File: src/rtl/lsu_mem_align_pkg.sv
// lsu_mem_align_pkg: load/store funct3 encodings and LSU fault codes shared by the LSU stage.
package lsu_mem_align_pkg;
  localparam logic [2:0] F3_LB  = 3'b000;
  localparam logic [2:0] F3_LH  = 3'b001;
  localparam logic [2:0] F3_LW  = 3'b010;
  localparam logic [2:0] F3_LBU = 3'b100;
  localparam logic [2:0] F3_LHU = 3'b101;
  localparam logic [2:0] F3_SB  = 3'b000;
  localparam logic [2:0] F3_SH  = 3'b001;
  localparam logic [2:0] F3_SW  = 3'b010;
  typedef enum logic [1:0] {FLT_NONE, FLT_MISALIGN, FLT_ILLEGAL, FLT_TIMEOUT} fault_e;
endpackage

File: src/rtl/lsu_lane_steer.sv
// lsu_lane_steer: byte-lane steering (be, replicated store data, read shift) and access legality checks.
module lsu_lane_steer
  import lsu_mem_align_pkg::*;
(
  input  logic [1:0]  off,
  input  logic [2:0]  funct3,
  input  logic        is_load,
  input  logic        is_store,
  input  logic [31:0] wdata,
  input  logic [1:0]  roff,
  input  logic [31:0] rdata,
  output logic [3:0]  be,
  output logic [31:0] wdata_lane,
  output logic [31:0] rdata_shift,
  output logic        misalign,
  output logic        illegal
);
  logic [1:0] size;
  assign size = funct3[1:0];
  assign illegal = (is_load & is_store)
                 | (is_load & !(funct3 inside {F3_LB, F3_LH, F3_LW, F3_LBU, F3_LHU}))
                 | (is_store & !(funct3 inside {F3_SB, F3_SH, F3_SW}));
  assign misalign = (size == 2'b01 && off[0]) || (size == 2'b10 && off != 2'b00);
  assign be = size == 2'b00 ? 4'b0001 << off : size == 2'b01 ? 4'b0011 << off : 4'b1111;
  assign wdata_lane = size == 2'b00 ? {4{wdata[7:0]}} : size == 2'b01 ? {2{wdata[15:0]}} : wdata;
  assign rdata_shift = rdata >> {roff, 3'b000};
endmodule

File: src/rtl/lsu_mem_align.sv
// lsu_mem_align: load/store access stage with alignment checks and a word-addressed memory port.
// Optional mem_ack timeout (fault 11) is built when LSU_TIMEOUT_EN is defined.
module lsu_mem_align
  import lsu_mem_align_pkg::*;
#(
  parameter int TIMEOUT_CYCLES = 64
) (
  input  logic        clk,
  input  logic        rst,
  input  logic        lsu_valid,
  output logic        lsu_ready,
  input  logic        lsu_is_load,
  input  logic        lsu_is_store,
  input  logic [2:0]  lsu_funct3,
  input  logic [31:0] lsu_addr,
  input  logic [31:0] lsu_wdata,
  output logic        lsu_done,
  output logic [1:0]  lsu_fault,
  output logic        ld_valid,
  output logic [31:0] ld_data,
  output logic [2:0]  ld_funct3,
  output logic        mem_req,
  output logic        mem_we,
  output logic [31:0] mem_addr,
  output logic [3:0]  mem_be,
  output logic [31:0] mem_wdata,
  input  logic [31:0] mem_rdata,
  input  logic        mem_ack
);
  typedef enum logic [1:0] {IDLE, BUSY, DONE} state_e;
  state_e state;
  logic [1:0] off_q;
  logic load_q, accept, misalign, illegal, expire;
  logic [3:0] be;
  logic [31:0] wdata_lane, rdata_shift;
  assign lsu_ready = state == IDLE;
  assign accept = lsu_valid & lsu_ready & (lsu_is_load | lsu_is_store);
  lsu_lane_steer u_steer (
    .off(lsu_addr[1:0]), .funct3(lsu_funct3), .is_load(lsu_is_load), .is_store(lsu_is_store),
    .wdata(lsu_wdata), .roff(off_q), .rdata(mem_rdata), .be(be), .wdata_lane(wdata_lane),
    .rdata_shift(rdata_shift), .misalign(misalign), .illegal(illegal)
  );
`ifdef LSU_TIMEOUT_EN
  localparam int CW = $clog2(TIMEOUT_CYCLES + 1);
  logic [CW-1:0] cnt;
  assign expire = !mem_ack && cnt == CW'(TIMEOUT_CYCLES - 1);
  // Held at zero outside BUSY so every access starts counting from zero.
  always_ff @(posedge clk) cnt <= (rst || state != BUSY) ? '0 : cnt + 1'b1;
`else
  assign expire = 1'b0;
`endif
  always_ff @(posedge clk) begin
    if (rst) begin
      state <= IDLE;
      off_q <= '0;
      load_q <= 1'b0;
      lsu_done <= 1'b0;
      lsu_fault <= FLT_NONE;
      ld_valid <= 1'b0;
      ld_data <= '0;
      ld_funct3 <= '0;
      mem_req <= 1'b0;
      mem_we <= 1'b0;
      mem_addr <= '0;
      mem_be <= '0;
      mem_wdata <= '0;
    end else begin
      case (state)
        IDLE: if (accept) begin
          off_q <= lsu_addr[1:0];
          load_q <= lsu_is_load;
          ld_funct3 <= lsu_funct3;
          mem_we <= lsu_is_store;
          mem_addr <= {lsu_addr[31:2], 2'b00};
          mem_be <= be;
          mem_wdata <= wdata_lane;
          state <= (illegal | misalign) ? DONE : BUSY;
          mem_req <= !(illegal | misalign);
          lsu_done <= illegal | misalign;
          lsu_fault <= illegal ? FLT_ILLEGAL : misalign ? FLT_MISALIGN : FLT_NONE;
        end
        BUSY: if (mem_ack | expire) begin
          state <= DONE;
          mem_req <= 1'b0;
          lsu_done <= 1'b1;
          lsu_fault <= mem_ack ? FLT_NONE : FLT_TIMEOUT;
          ld_valid <= mem_ack & load_q;
          if (mem_ack & load_q) ld_data <= rdata_shift;
        end
        DONE: begin
          state <= IDLE;
          lsu_done <= 1'b0;
          lsu_fault <= FLT_NONE;
          ld_valid <= 1'b0;
        end
        default: state <= IDLE;
      endcase
    end
  end
endmodule
File: config.mk
export PLATFORM = sky130hd
export DESIGN_NAME = lsu_mem_align
export DESIGN_NICKNAME = d
export VERILOG_FILES = /design/src/rtl/lsu_mem_align_pkg.sv /design/src/rtl/lsu_lane_steer.sv /design/src/rtl/lsu_mem_align.sv
export SDC_FILE = /design/constraint.sdc
export NUM_CORES = 1
export LEC_CHECK = 0
export ABC_AREA = 1
export ABC_CLOCK_PERIOD_IN_PS = 1400
export BUFFER_PORTS_ARGS = -buffer_cell sky130_fd_sc_hd__buf_2
export CAP_MARGIN = 40
export CORE_MARGIN = 4
export CORE_UTILIZATION = 44
export DETAILED_ROUTE_END_ITERATION = 10
export PLACE_DENSITY = 0.76
export REMOVE_ABC_BUFFERS = 1
export SLEW_MARGIN = 5
export SYNTH_ARGS = -nofsm -noshare
export SYNTH_HDL_FRONTEND = slang
export SYNTH_HIERARCHICAL = 1
export SYNTH_SLANG_ARGS = --single-unit
export TNS_END_PERCENT = 1
File: constraint.sdc
create_clock -name clk -period 1.4 [get_ports clk]
set_clock_uncertainty 0.2 [all_clocks]
set_input_delay 0.14 -clock clk [delete_from_list [all_inputs] [get_ports clk]]
set_output_delay 0.14 -clock clk [all_outputs]
set_load 0.005 [all_outputs]
# ---- Word level (Yosys, flattened, before mapping)
# Cells that the tools add are included.
dict set report op_classes {
  n_eq_ne 10
  n_shift 3
  muxes 21
  n_bitwise 10
  n_reduce_logical 21
}
# op count
set op_table {}
lappend op_table {{32-bit 2-to-1 mux} 2}
lappend op_table {{32-bit by 5-bit right shift with 32-bit output} 1}
lappend op_table {{2-bit 2-to-1 mux} 6}
lappend op_table {{3-bit AND reduction} 3}
lappend op_table {{4-bit 2-to-1 mux} 2}
lappend op_table {{1-bit bitwise AND} 6}
lappend op_table {{3-bit equality test, second input constant} 2}
lappend op_table {{1-bit 2-to-1 mux} 6}
lappend op_table {{2-bit one-hot mux with 3 select lines} 1}
lappend op_table {{2-bit AND reduction} 3}
lappend op_table {{2-bit nonzero test} 3}
lappend op_table {{3-bit nonzero test} 2}
lappend op_table {{5-bit nonzero test} 1}
lappend op_table {{2-bit by 1-bit equality test with 1-bit output, second input constant} 2}
lappend op_table {{2-bit equality test, second input constant} 2}
lappend op_table {{2-bit logical NOT} 2}
lappend op_table {{1-bit bitwise OR} 4}
lappend op_table {{1-bit one-hot mux with 2 select lines} 2}
lappend op_table {{2-bit one-hot mux with 2 select lines} 1}
lappend op_table {{1-bit by 2-bit << shifter with 4-bit output, first input constant} 1}
lappend op_table {{2-bit by 2-bit << shifter with 4-bit output, first input constant} 1}
lappend op_table {{3-bit by 1-bit equality test with 1-bit output, second input constant} 1}
lappend op_table {{3-bit by 2-bit equality test with 1-bit output, second input constant} 1}
lappend op_table {{1-bit logical NOT} 3}
lappend op_table {{6 further kinds} 7}
dict set report totals {
  register_bits 112
  input_bits 105
  out_inout_bits 110
}

# ---- Depth between registers and ports, before layout
# Gate-level depths: netlist (run 1).
dict set report logic_depth {
  word_depth 10
  ltp_mapped 10
  ltp_nobuf 10
}

# ---- Modules after synthesis
# The synthesis (run 1) kept the hierarchy.
# module instances cells_each area_each_um2 seq_area_each_um2
set modules_own_cells {}
lappend modules_own_cells {lsu_mem_align 1 525 4080.2 2242.2}
lappend modules_own_cells {lsu_lane_steer 1 239 1233.7 0.0}

# ---- Worst setup path after synthesis (run 1)
# Ideal clock, no wire load.
dict set report synth_timing {
  kind {register -> register}
  startpoint {register state[0]}
  endpoint {register ld_funct3[2]}
  setup_ps 64
  arrival_ps 1315
  required_time_ps 1136
  path_slack_ps -179
  path_stages_with_launch 9
  period_less_slack_ps 1579
  path_cell_list {dfxtp_1 > inv_1 > ha_1 > nand2_1 > inv_2 > nand2_4 > clkbuf_1 > o21ai_0 > nor2_1}
}
dict set report synth_between {
  elab_chain_cells 4
}
# item line
set synth_lines {}
lappend synth_lines {{start: declaration} lsu_mem_align.sv:31} ;# state_e state;
lappend synth_lines {{start signal: assignment} lsu_mem_align.sv:77} ;# state <= (illegal | misalign) ? DONE : BUSY;
lappend synth_lines {{2-bit logical NOT *} lsu_mem_align.sv:36} ;# assign lsu_ready = state == IDLE;
lappend synth_lines {{named net lsu_ready} lsu_mem_align.sv:11} ;# output logic lsu_ready,
lappend synth_lines {{1-bit bitwise AND (2 in series)} lsu_mem_align.sv:37} ;# assign accept = lsu_valid & lsu_ready & (lsu_is_load | lsu_is_store);
lappend synth_lines {{2-bit AND reduction (no line) *} n/a}
lappend synth_lines {{end signal: assignment} lsu_mem_align.sv:72} ;# ld_funct3 <= lsu_funct3;
lappend synth_lines {{end: declaration} lsu_mem_align.sv:21} ;# output logic [2:0] ld_funct3,
# Mark *: on every way through the listed nets, which the timed path passes. The rest lies on a longest branch.
# A chain may end at the register's enable or synchronous reset.

# ---- Worst setup path in the final report (run 1)
dict set report layout_timing {
  startpoint {register state[1]}
  endpoint {register mem_addr[11]}
}
dict set report layout_between {
  elab_chain_cells 4
}
# item line
set layout_lines {}
lappend layout_lines {{2-bit logical NOT *} {lsu_mem_align.sv:36, lsu_mem_align.sv:68}}
lappend layout_lines {{1-bit bitwise AND (2 in series)} lsu_mem_align.sv:37}
lappend layout_lines {{2-bit AND reduction (no line) *} n/a}
lappend layout_lines {{end signal: assignment} lsu_mem_align.sv:74} ;# mem_addr <= {lsu_addr[31:2], 2'b00};
lappend layout_lines {{end: declaration} lsu_mem_align.sv:24} ;# output logic [31:0] mem_addr,
# Every way passes the cells marked *; elsewhere a longest branch is shown, timed or not.

==> results of run 1 <==
placed cells by master (no fill, tap or decap), types with 5 or more instances in the layout:
| cell | Yosys | routed |
|---|---|---|
| sky130_fd_sc_hd__nor2_2 | 0 | 50 |
| sky130_fd_sc_hd__nand2_1 | 184 | 183 |
| sky130_fd_sc_hd__dfxtp_1 | 112 | 110 |
| sky130_fd_sc_hd__buf_4 | 18 | 26 |
| sky130_fd_sc_hd__buf_2 | 8 | 211 |
| sky130_fd_sc_hd__ha_1 | 8 | 6 |
| sky130_fd_sc_hd__a21oi_2 | 0 | 14 |
| sky130_fd_sc_hd__inv_1 | 38 | 35 |
| sky130_fd_sc_hd__inv_2 | 6 | 6 |
| sky130_fd_sc_hd__and2_1 | 5 | 5 |
| sky130_fd_sc_hd__o21ai_1 | 6 | 53 |
| sky130_fd_sc_hd__a21oi_1 | 61 | 47 |
| sky130_fd_sc_hd__dlygate4sd3_1 | 0 | 88 |
| sky130_fd_sc_hd__buf_12 | 0 | 11 |
| sky130_fd_sc_hd__o21ai_0 | 80 | 30 |
| sky130_fd_sc_hd__clkbuf_16 | 0 | 10 |
| sky130_fd_sc_hd__o211ai_1 | 16 | 16 |
| sky130_fd_sc_hd__nor2_1 | 160 | 107 |
state kept, by name, indices dropped and copies added (netlist names):
signal     flops
ld_data       32
ld_funct3      3
ld_valid       1
load_q         1
lsu_done       1
lsu_fault      2
mem_addr      30
mem_be         4
mem_req        1
mem_wdata     32
mem_we         1
off_q          2
state          2
power by group through the flow:
stage	clock network, uW	logic, uW	registers (uW)
2_1_floorplan	0	1020	3810
3_3_place_gp	0	2120	3730
3_5_place_dp	0	2140	3740
4_1_cts	2470	2500	3690
5_1_grt	2610	3030	3770
6_report	2450	2760	3730
per-layer routing:
layer	global-route usage, %	routed length [um]
met1	27.78	6905
met2	42.83	9222
met3	6.007	1360
met4	13.70	947
met5	0	18
stage by stage:
step           utilization [%]  instances
2_1_floorplan                -        707
3_3_place_gp             56.77       1101
3_5_place_dp             56.77       1101
4_1_cts                  68.25       1208
5_1_grt                  70.13       1209
6_report                 70.13       1209
worst reg2reg max path, cell delays in order, from the launching register on:
cell                        delay [ns]
sky130_fd_sc_hd__dfxtp_2          0.36
sky130_fd_sc_hd__inv_4            0.05
sky130_fd_sc_hd__ha_4             0.17
sky130_fd_sc_hd__nand2_4          0.07
sky130_fd_sc_hd__inv_4            0.05
sky130_fd_sc_hd__nand2_8          0.10
sky130_fd_sc_hd__clkinv_8         0.11
sky130_fd_sc_hd__clkbuf_16        0.20
sky130_fd_sc_hd__nor2_1           0.11
sky130_fd_sc_hd__nor2_1           0.07
path summary, 6_finish.rpt:
kind | from | to | slack (ns) | cells after the start
min | lsu_wdata[14] | mem_wdata[14] | 0.002 | 5
max reg2reg | state[1] | mem_addr[11] | -0.19 | 9
max | state[1] | mem_addr[11] | -0.19 | 9
min reg2reg | mem_req | mem_req | 0.26 | 2
final cells by class:
cell class / instances / share of cell area, %
Tap cell: 143 / 2.197
Inverter: 46 / 2.427
Sequential cell: 112 / 27.56
Clock buffer: 11 / 2.980
Timing Repair Buffer: 343 / 30.62
Multi-Input combinational cell: 549 / 33.83
Clock inverter: 5 / 0.3841
kinds of logic after synthesis:
logic type               after synthesis  synth area share (%)
AO/OA/AOI/OAI                        166                 16.62
flip-flops                           112                 42.19
adder cells (fa/ha/maj)                8                 1.884
buffers and inverters                104                 11.02
AND/OR/NAND/NOR                      373                 28.21
other                                  1               0.07057
what timing repair did:
action                                 CTS  global route
setup endpoints to repair              111           111
hold buffers                            88             0
buffers inserted                         1             0
gates resized for setup                 76            74
cloned                                   2             1
pin swaps                                8             3
endpoints found under the hold margin   95             0
==> impl_summary.log, run 1 <==
INFO  metric run_status = complete, but fails checks
INFO  metric failed_checks = setup timing
INFO  metric clk_pin_slew_worst_paths = around 0.070 ns
INFO  metric finalMaxSlewViolations = 0
INFO  metric critPathRequiredTime = roughly 1.4 ns
INFO  metric cts.htree.levels = 3
INFO  metric clock_latency = 0.35 ns
INFO  metric crit_path_end_kind = flip-flop
INFO  metric synth_top_cells_by_count = sky130_fd_sc_hd__nand2_1, sky130_fd_sc_hd__nor2_1, sky130_fd_sc_hd__dfxtp_1, sky130_fd_sc_hd__o21ai_0, sky130_fd_sc_hd__a21oi_1
INFO  metric yosysTopAreaCellShare = 42.19%
INFO  metric numCtsBuffers = 9
INFO  metric area_of_the_multi_input_gates = ~0.0028 sq mm
INFO  metric ys_warn_count = 6
INFO  metric fmax = between 600 and 700 MHz
INFO  metric crit_path_max_incr_delay = ~0.36 ns
INFO  metric clock-sinks = between 100 and 150
INFO  metric p_sw = about 2900 uW
INFO  metric syn2layout_area_growth = 53.26%
INFO  metric drtPass1Iterations = 8
INFO  metric yosysTopAreaCell = sky130_fd_sc_hd__dfxtp_1
INFO  metric post_synth_inst_count = 764
INFO  metric placeableCoreArea = approximately 0.012 sq mm
INFO  metric chipWidth = approximately 120 um
INFO  metric ios = around 220
INFO  metric critPathSlowestCell = sky130_fd_sc_hd__dfxtp_2
INFO  metric critical_path.top_delay_family = buffers and inverters
INFO  metric ys_types = 31
INFO  metric grt_start_max_net_pins = 42
INFO  metric rows = 39
INFO  metric floorplan.die_area = approximately 0.014 sq mm
INFO  metric detail_route.wirelength = between 15 and 20 mm
INFO  metric maxCapViolations = 0
INFO  metric critical_setup_path_kind = reg -> reg
INFO  metric placement.cell_area = ~0.0066 sq mm
INFO  metric post-synth-top-count-cell = sky130_fd_sc_hd__nand2_1
INFO  metric setup_total_negative_slack = -9.073 ns
INFO  metric synth_edf_count = 0
INFO  metric setup_viol_count_final = between 100 and 150
INFO  metric finalWeightedCongestion = ~0.85
INFO  metric detailroute.via_count = 6181
INFO  metric power.combinational.fraction = between 30 and 40%
INFO  metric start_kind = flip-flop
INFO  metric cell_pwr_density = 1098 mW/mm^2
INFO  metric fillCellCount = between 800 and 900
INFO  metric drive_above_1_share = between 30% and 40%
INFO  metric dpl_worst_slack = -0.1654 ns
INFO  metric clk_pwr_share = between 20% and 30%
INFO  metric detail_route.iter0.violations = about 550
INFO  metric globalRouteOverflowTotal = 0
INFO  metric hold_viol = 0
INFO  metric power.share.sequential = a little over two fifths
INFO  metric clock_tree.buffer_depth = 2
INFO  metric grt_first_pass_wirelength = between 20 and 30 mm
INFO  metric drtAntennaViolNets = 0
INFO  metric synthArstFlopShare = 0%
INFO  metric final_design_area_excluding_fillers = 0.008144 sq mm
INFO  metric grt_pass1_vias = 5844
INFO  metric p_int = around 6100 uW
INFO  metric port-buffer-count = between 200 and 250
INFO  metric hold_class = in -> reg
INFO  metric grt_setup_unrepaired = yes
INFO  metric drcViolationCount = 0
INFO  metric most_used_flip_flop_cell_after_synthesis = sky130_fd_sc_hd__dfxtp_1
INFO  metric timing.critical_path.cells = inv_4, ha_4, nand2_4, inv_4, nand2_8, clkinv_8, clkbuf_16, nor2_1, nor2_1
INFO  metric post_drt_wl_per_cell = approximately 15 um
INFO  metric path_max_fanout = 13
INFO  metric final_nets = between 1000 and 1500
INFO  metric timing.critical_path.arrival = between 1.5 and 2 ns
INFO  metric antenna_violations_before_repair = 1
INFO  metric timing.final.crit_period = 1.588 ns
INFO  metric dieHeight = around 120 um
INFO  metric average_cell_area_after_synthesis = about 7 sq um
INFO  metric clock_tree.root_cell = sky130_fd_sc_hd__clkbuf_16
INFO  metric hold_ws = around 0.0018 ns
INFO  metric groute.usage.overall = roughly a quarter
INFO  metric yosysSeqAreaShare = between 40% and 50%
INFO  metric crit_share_post_route = 113.4%
INFO  metric cts_tree = yes
INFO  metric power.switching_fraction = approximately 32%
INFO  metric total_leakage_power = roughly 0.004 uW
INFO  metric detail_route.vias_per_cell = 5.112
INFO  metric power.total = around 8900 uW
INFO  metric hpwlAfterDp = between 10 and 15 mm
INFO  metric antenna_cells = 0
INFO  metric yosys_register_bits = approximately 110
INFO  metric syn-cell-area = around 0.0053 sq mm
INFO  metric fin_ws = -0.1879 ns
INFO  metric final-seq-area = around 0.0022 sq mm
INFO  metric initial_utilization = 45.76%
INFO  metric vdd_ir_drop_max = ~0.91 mV
INFO  metric synth_top_cells_by_area = sky130_fd_sc_hd__dfxtp_1, sky130_fd_sc_hd__nand2_1, sky130_fd_sc_hd__nor2_1
INFO  metric crit_buf_inv = 4
Note: power is estimated with default switching activity, not from simulation.
==> run 2: changes to the inputs <==
--- a/config.mk
+++ b/config.mk
@@ -12,7 +12,7 @@
 export CORE_MARGIN = 4
 export CORE_UTILIZATION = 44
 export DETAILED_ROUTE_END_ITERATION = 10
-export PLACE_DENSITY = 0.76
+export PLACE_DENSITY = 0.77
 export REMOVE_ABC_BUFFERS = 1
 export SLEW_MARGIN = 5
 export SYNTH_ARGS = -nofsm -noshare
==> impl_summary.log, run 2 (synthesized netlist as in run 1, its figures left out) <==
INFO  metric floorplan.die_area = 0.01390 sq mm
INFO  metric drtAntennaViolNets = 0
INFO  metric clk_pwr_share = between 20% and 30%
INFO  metric power.combinational.fraction = 32.2%
INFO  metric rows = 39
INFO  metric port-buffer-count = ~210
INFO  metric setup_viol_count_final = around 110
INFO  metric fin_ws = -0.2687 ns
INFO  metric cts.htree.levels = 3
INFO  metric timing.critical_path.arrival = 1.72 ns
INFO  metric final_nets = about 1200
INFO  metric groute.usage.overall = about a quarter
INFO  metric timing.rr.start = state[1]
INFO  metric finalMaxSlewViolations = 0
INFO  metric hpwlAfterDp = 10.73 mm
INFO  metric fillCellCount = 828
INFO  metric placeableCoreArea = 0.01161 sq mm
INFO  metric timing.critical_path.cells = inv_2, ha_4, nand2_2, inv_2, nand2_4, buf_12, clkbuf_16, o21ai_1, nor2_1
INFO  metric globalRouteOverflowTotal = 0
INFO  metric crit_path_end_kind = flip-flop
INFO  metric clock_tree.buffer_depth = 2
INFO  metric setup_total_negative_slack = -13.29 ns
INFO  metric antenna_violations_before_repair = 2
INFO  metric drive_above_1_share = approximately 37%
INFO  metric clock_latency = around 0.35 ns
INFO  metric min_path_cells = 5
INFO  metric clk_pin_slew_worst_paths = roughly 0.080 ns
INFO  metric holdCritStartpoint = mem_rdata[5]
INFO  metric cts_tree = yes
INFO  metric path_max_fanout = 9
INFO  metric grt_setup_unrepaired = yes
INFO  metric hold_viol = 0
INFO  metric finalWeightedCongestion = around 0.83
INFO  metric timing.critical_path.mode_cell = sky130_fd_sc_hd__inv_2
INFO  metric worst_slew_margin_rel = between 60% and 70%
INFO  metric p_int = between 6000 and 7000 uW
INFO  metric syn2layout_area_growth = 56.75%
INFO  metric vdd_ir_drop_max = approximately 0.85 mV
INFO  metric critical_setup_path_kind = reg -> reg
INFO  metric detailroute.via_count = about 6400
INFO  metric timing.final.crit_period = approximately 1.7 ns
INFO  metric chipWidth = approximately 120 um
INFO  metric grt_pass1_vias = 6058
INFO  metric crit_path_max_incr_delay = about 0.33 ns
INFO  metric dieHeight = between 100 and 150 um
INFO  metric tightest_slew = 0.5187 ns
INFO  metric maxCapViolations = 0
INFO  metric power.share.sequential = 39.6%
INFO  metric failed_checks = setup timing
INFO  metric grt_start_max_net_pins = 75
INFO  metric drtPass1Iterations = 5
INFO  metric detail_route.iter0.violations = 602
INFO  metric hold_class = in -> reg
INFO  metric final_cell_mix = sky130_fd_sc_hd__buf_2, sky130_fd_sc_hd__nand2_1, sky130_fd_sc_hd__nor2_1
INFO  metric initial_utilization = 45.76%
INFO  metric largest_registers = ld_data (32), mem_wdata (32), mem_addr (30)
INFO  metric hold_ws = 0.008508 ns
INFO  metric detail_route.wirelength = between 15 and 20 mm
INFO  metric drcViolationCount = 0
INFO  metric power.switching_fraction = between 30% and 40%
INFO  metric run_status = complete, but fails checks
INFO  metric ios = ~220
INFO  metric critPathSlowestCell = sky130_fd_sc_hd__dfxtp_2
INFO  metric clock-sinks = ~110
INFO  metric detail_route.vias_per_cell = ~5.2
INFO  metric rr_worst_depth = 9
INFO  metric fmax = ~600 MHz
INFO  metric clock_tree.root_cell = sky130_fd_sc_hd__clkbuf_16
INFO  metric worstSetupStartpoint = state[1]
INFO  metric crit_share_post_route = 119.2%
INFO  metric critPathRequiredTime = around 1.5 ns
INFO  metric p_sw = 3034 uW
INFO  metric grt_first_pass_wirelength = about 30 mm
INFO  metric final_common_cell = sky130_fd_sc_hd__buf_2
INFO  metric numCtsBuffers = 9
INFO  metric cell_pwr_density = roughly 1100 mW/mm^2
INFO  metric total_leakage_power = roughly 0.004 uW
INFO  metric post_drt_wl_per_cell = 16.18 um
INFO  metric start_kind = flip-flop
-- run 2: timing repair --
item	in CTS	in global routing
endpoints found under the setup margin	111	111
resized for setup	134	57
buffers inserted	6	2
pin swaps	11	8
hold endpoints to repair	90	0
hold buffers	87	0
cloned	4	3
-- run 2: worst paths after layout --
kind / to / slack [ns]
setup reg to reg: mem_wdata[6] / -0.27
setup / recovery: mem_wdata[6] / -0.27
hold reg to reg: mem_req / 0.26
hold / removal: ld_data[5] / 0.009
-- run 2: metrics by stage --
step | cell area, sq um | utilization, % | cells | setup WS (ns) | total power, uW
2_1_floorplan | 4910 | - | 707 | -0.6684 | 4831
3_3_place_gp | 6530 | 56.23 | 1101 | -0.2355 | 5818
3_5_place_dp | 6530 | 56.23 | 1101 | -0.2721 | 5853
4_1_cts | 8083 | 69.60 | 1213 | -0.1344 | 9061
5_1_grt | 8327 | 71.70 | 1218 | -0.3159 | 9850
6_report | 8329 | 71.72 | 1219 | -0.2687 | 9377
-- run 2: worst max-delay path, delay by kind of cell, from the launching register on --
kind,cells,cell delay [ns]
AND/OR/NAND/NOR,3,0.23
adder cells (fa/ha/maj),1,0.14
buffers and inverters,4,0.48
AO/OA/AOI/OAI,1,0.19
flip-flops,1,0.33
-- run 2: cell type report --
| type | instances | area (sq um) | share of cell area [%] |
|---|---|---|---|
| sequential | 112 | 2245 | 26.95 |
| antenna | 1 | 2.502 | 0.03004 |
| tap | 143 | 178.9 | 2.148 |
| inverter | 46 | 193.9 | 2.328 |
| timing repair inverter | 1 | 8.758 | 0.1052 |
| multi-input combinational | 549 | 2813 | 33.77 |
| timing repair buffer | 352 | 2587 | 31.07 |
| clock inverter | 6 | 75.07 | 0.9013 |
| clock buffer | 9 | 225.2 | 2.704 |
-- run 2: metal layers --
layer  share of wire, %  global-route usage [%]  up-vias
met4                6.9                   16.34        4
met5               0.10                       0        -
li1                   -                       -     3033
met3                7.6                   8.265      118
met2                 50                   45.02      328
met1                 35                   27.42     2883
-- run 2: power by group through the flow --
stage                     Combinational [uW]  Sequential [uW]  Clock, uW
final                                   3020             3710       2640
after global routing                    3270             3750       2830
after CTS                               2700             3670       2690
after detailed placement                2110             3740          0
after global placement                  2090             3730          0
after floorplan                         1020             3810          0
==> run 3: changes to the inputs <==
--- a/config.mk
+++ b/config.mk
@@ -8,13 +8,13 @@
 export ABC_AREA = 1
 export ABC_CLOCK_PERIOD_IN_PS = 1400
 export BUFFER_PORTS_ARGS = -buffer_cell sky130_fd_sc_hd__buf_2
-export CAP_MARGIN = 40
 export CORE_MARGIN = 4
 export CORE_UTILIZATION = 44
 export DETAILED_ROUTE_END_ITERATION = 10
+export MAX_ROUTING_LAYER = met4
 export PLACE_DENSITY = 0.77
 export REMOVE_ABC_BUFFERS = 1
-export SLEW_MARGIN = 5
+export SLEW_MARGIN = 15
 export SYNTH_ARGS = -nofsm -noshare
 export SYNTH_HDL_FRONTEND = slang
 export SYNTH_HIERARCHICAL = 1
==> impl_summary.log, run 3 (synthesized netlist as in run 1, its figures left out) <==
INFO  metric run_status = complete, but fails checks
INFO  metric failed_checks = setup timing
INFO  metric drcViolationCount = 0
INFO  metric final_nets = 1185
INFO  metric post_drt_wl_per_cell = about 17 um
INFO  metric antenna_violations_before_repair = 2
INFO  metric global_route.usage.met2 = ~45%
INFO  metric critical_setup_path_kind = reg -> reg
INFO  metric largest_registers = ld_data (32), mem_wdata (32), mem_addr (30)
INFO  metric vdd_ir_drop_max = around 1.1 mV
INFO  metric cell_pwr_density = ~1100 mW/mm^2
INFO  metric grt_first_pass_wirelength = 29.57 mm
INFO  metric numCtsBuffers = 9
INFO  metric floorplan.die_area = 0.01390 sq mm
INFO  metric fillCellCount = around 810
INFO  metric global_route.usage.met1 = between 20% and 30%
INFO  metric grt_most_used_layer = met2
INFO  metric finalWeightedCongestion = approximately 0.84
INFO  metric ff2ff_setup_slack = -0.28 ns
INFO  metric ios = between 200 and 250
INFO  metric hold_viol = 0
INFO  metric clock_tree.buffer_depth = 2
INFO  metric dpl_worst_slack = -0.2721 ns
INFO  metric detail_route.iter0.violations = 624
INFO  metric grt_pass1_vias = ~6000
INFO  metric groute.usage.overall = between 20% and 30%
INFO  metric power.total = approximately 9600 uW
INFO  metric initial_utilization = 45.76%
INFO  metric grt_setup_unrepaired = yes
INFO  metric total_leakage_power = 0.004037 uW
INFO  metric detail_route.wirelength = slightly above 20 mm
INFO  metric crit_share_post_route = 120.3%
INFO  metric finalMaxSlewViolations = 0
INFO  metric drtAntennaViolNets = 0
INFO  metric placeableCoreArea = roughly 0.012 sq mm
INFO  metric port-buffer-count = 212
INFO  metric final_cell_mix = sky130_fd_sc_hd__buf_2, sky130_fd_sc_hd__nand2_1, sky130_fd_sc_hd__nor2_1
INFO  metric drive_above_1_share = 37.36%
INFO  metric detail_route.vias_per_cell = ~5.3
INFO  metric fin_ws = -0.2844 ns
INFO  metric cts.htree.levels = 3
INFO  metric syn2layout_area_growth = 58.14%
INFO  metric grt_start_max_net_pins = between 70 and 80
INFO  metric crit_path_end_kind = flip-flop
INFO  metric final_common_cell = sky130_fd_sc_hd__buf_2
INFO  metric clock_tree.root_cell = sky130_fd_sc_hd__clkbuf_16
INFO  metric clock_latency = between 0.3 and 0.4 ns
INFO  metric detailroute.via_count = 6468
INFO  metric start_kind = flip-flop
INFO  metric chipWidth = approximately 120 um
INFO  metric drtPass1Iterations = 5
INFO  metric timing.final.crit_period = 1.684 ns
INFO  metric globalRouteOverflowTotal = 0
INFO  metric timing.critical_path.arrival = 1.74 ns
INFO  metric hpwlAfterDp = between 10 and 15 mm
INFO  metric rows = 39
INFO  metric critPathRequiredTime = 1.46 ns
INFO  metric cts_tree = yes
INFO  metric clock-sinks = ~110
INFO  metric fmax = 593.7 MHz
INFO  metric clk_pin_slew_worst_paths = 0.08 ns
INFO  metric hold_class = in -> reg
INFO  metric setup_viol_count_final = approximately 110
INFO  metric grt_util_met3 = under 10%
INFO  metric path_max_fanout = 9
INFO  metric maxCapViolations = 0
INFO  metric dieHeight = about 120 um
## run 3: metrics by stage
| stage | setup TNS [ns] | util (%) | hold WS (ns) | cells | instance area, sq um |
|---|---|---|---|---|---|
| 6_report | -12.56 | 72.36 | 0.007019 | 1221 | 8403 |
| 5_1_grt | -21.28 | 72.36 | 0.04464 | 1221 | 8403 |
| 4_1_cts | -8.742 | 69.60 | 0.001249 | 1213 | 8083 |
| 3_5_place_dp | -19.29 | 56.23 | 0.1952 | 1101 | 6530 |
| 3_3_place_gp | -16.78 | 56.23 | 0.1871 | 1101 | 6530 |
| 2_1_floorplan | -57.58 | - | 0.009066 | 707 | 4910 |
## run 3: power breakdown
part	internal [uW]	switching, uW	leakage [uW]	total [uW]
Sequential	3510	219	0.000920	3730
Combinational	1470	1680	0.00297	3150
Clock	1410	1260	0.000150	2670
## run 3: path summary, 6_finish.rpt
check,endpoint,depth (start not counted),startpoint
worst max register to register,mem_addr[26],9,state[1]
worst max-delay path,mem_addr[26],9,state[1]
worst min-delay path,ld_data[5],5,mem_rdata[5]
worst min register to register,mem_req,2,mem_req
## run 3: area by class of cell
type,count,area [sq um],share of cell area [%]
multi-input cells,549,2859,34.02
well taps,143,178.9,2.129
repair buffers,353,2613,31.09
diodes,2,5.005,0.05956
inverters,46,193.9,2.308
flip-flops and latches,112,2245,26.71
repair inverters,1,8.758,0.1042
clock inverters,6,75.07,0.8934
clock buffers,9,225.2,2.680
## run 3: critical path, cell delays in order (launching register included)
cell	delay, ns
sky130_fd_sc_hd__dfxtp_2	0.35
sky130_fd_sc_hd__inv_2	0.05
sky130_fd_sc_hd__ha_4	0.15
sky130_fd_sc_hd__nand2_2	0.05
sky130_fd_sc_hd__inv_2	0.05
sky130_fd_sc_hd__nand2_4	0.09
sky130_fd_sc_hd__buf_12	0.17
sky130_fd_sc_hd__buf_16	0.16
sky130_fd_sc_hd__o21ai_2	0.05
sky130_fd_sc_hd__nor2_1	0.26
## run 3: per-layer routing
layer,wire [um],up-vias,share of wire (%)
li1,-,3039,-
met1,7282,2927,35
met2,10460,381,50
met3,1609,121,7.7
met4,1440,0,6.9
met5,0,-,0
## run 3: repair_timing
action / in CTS / in global routing
hold endpoints to repair: 90 / 0
setup buffers: 6 / 2
setup endpoints to repair: 111 / 111
gates resized for setup: 134 / 68
gates cloned: 4 / 4
hold buffers: 87 / 0
pin swaps: 11 / 7
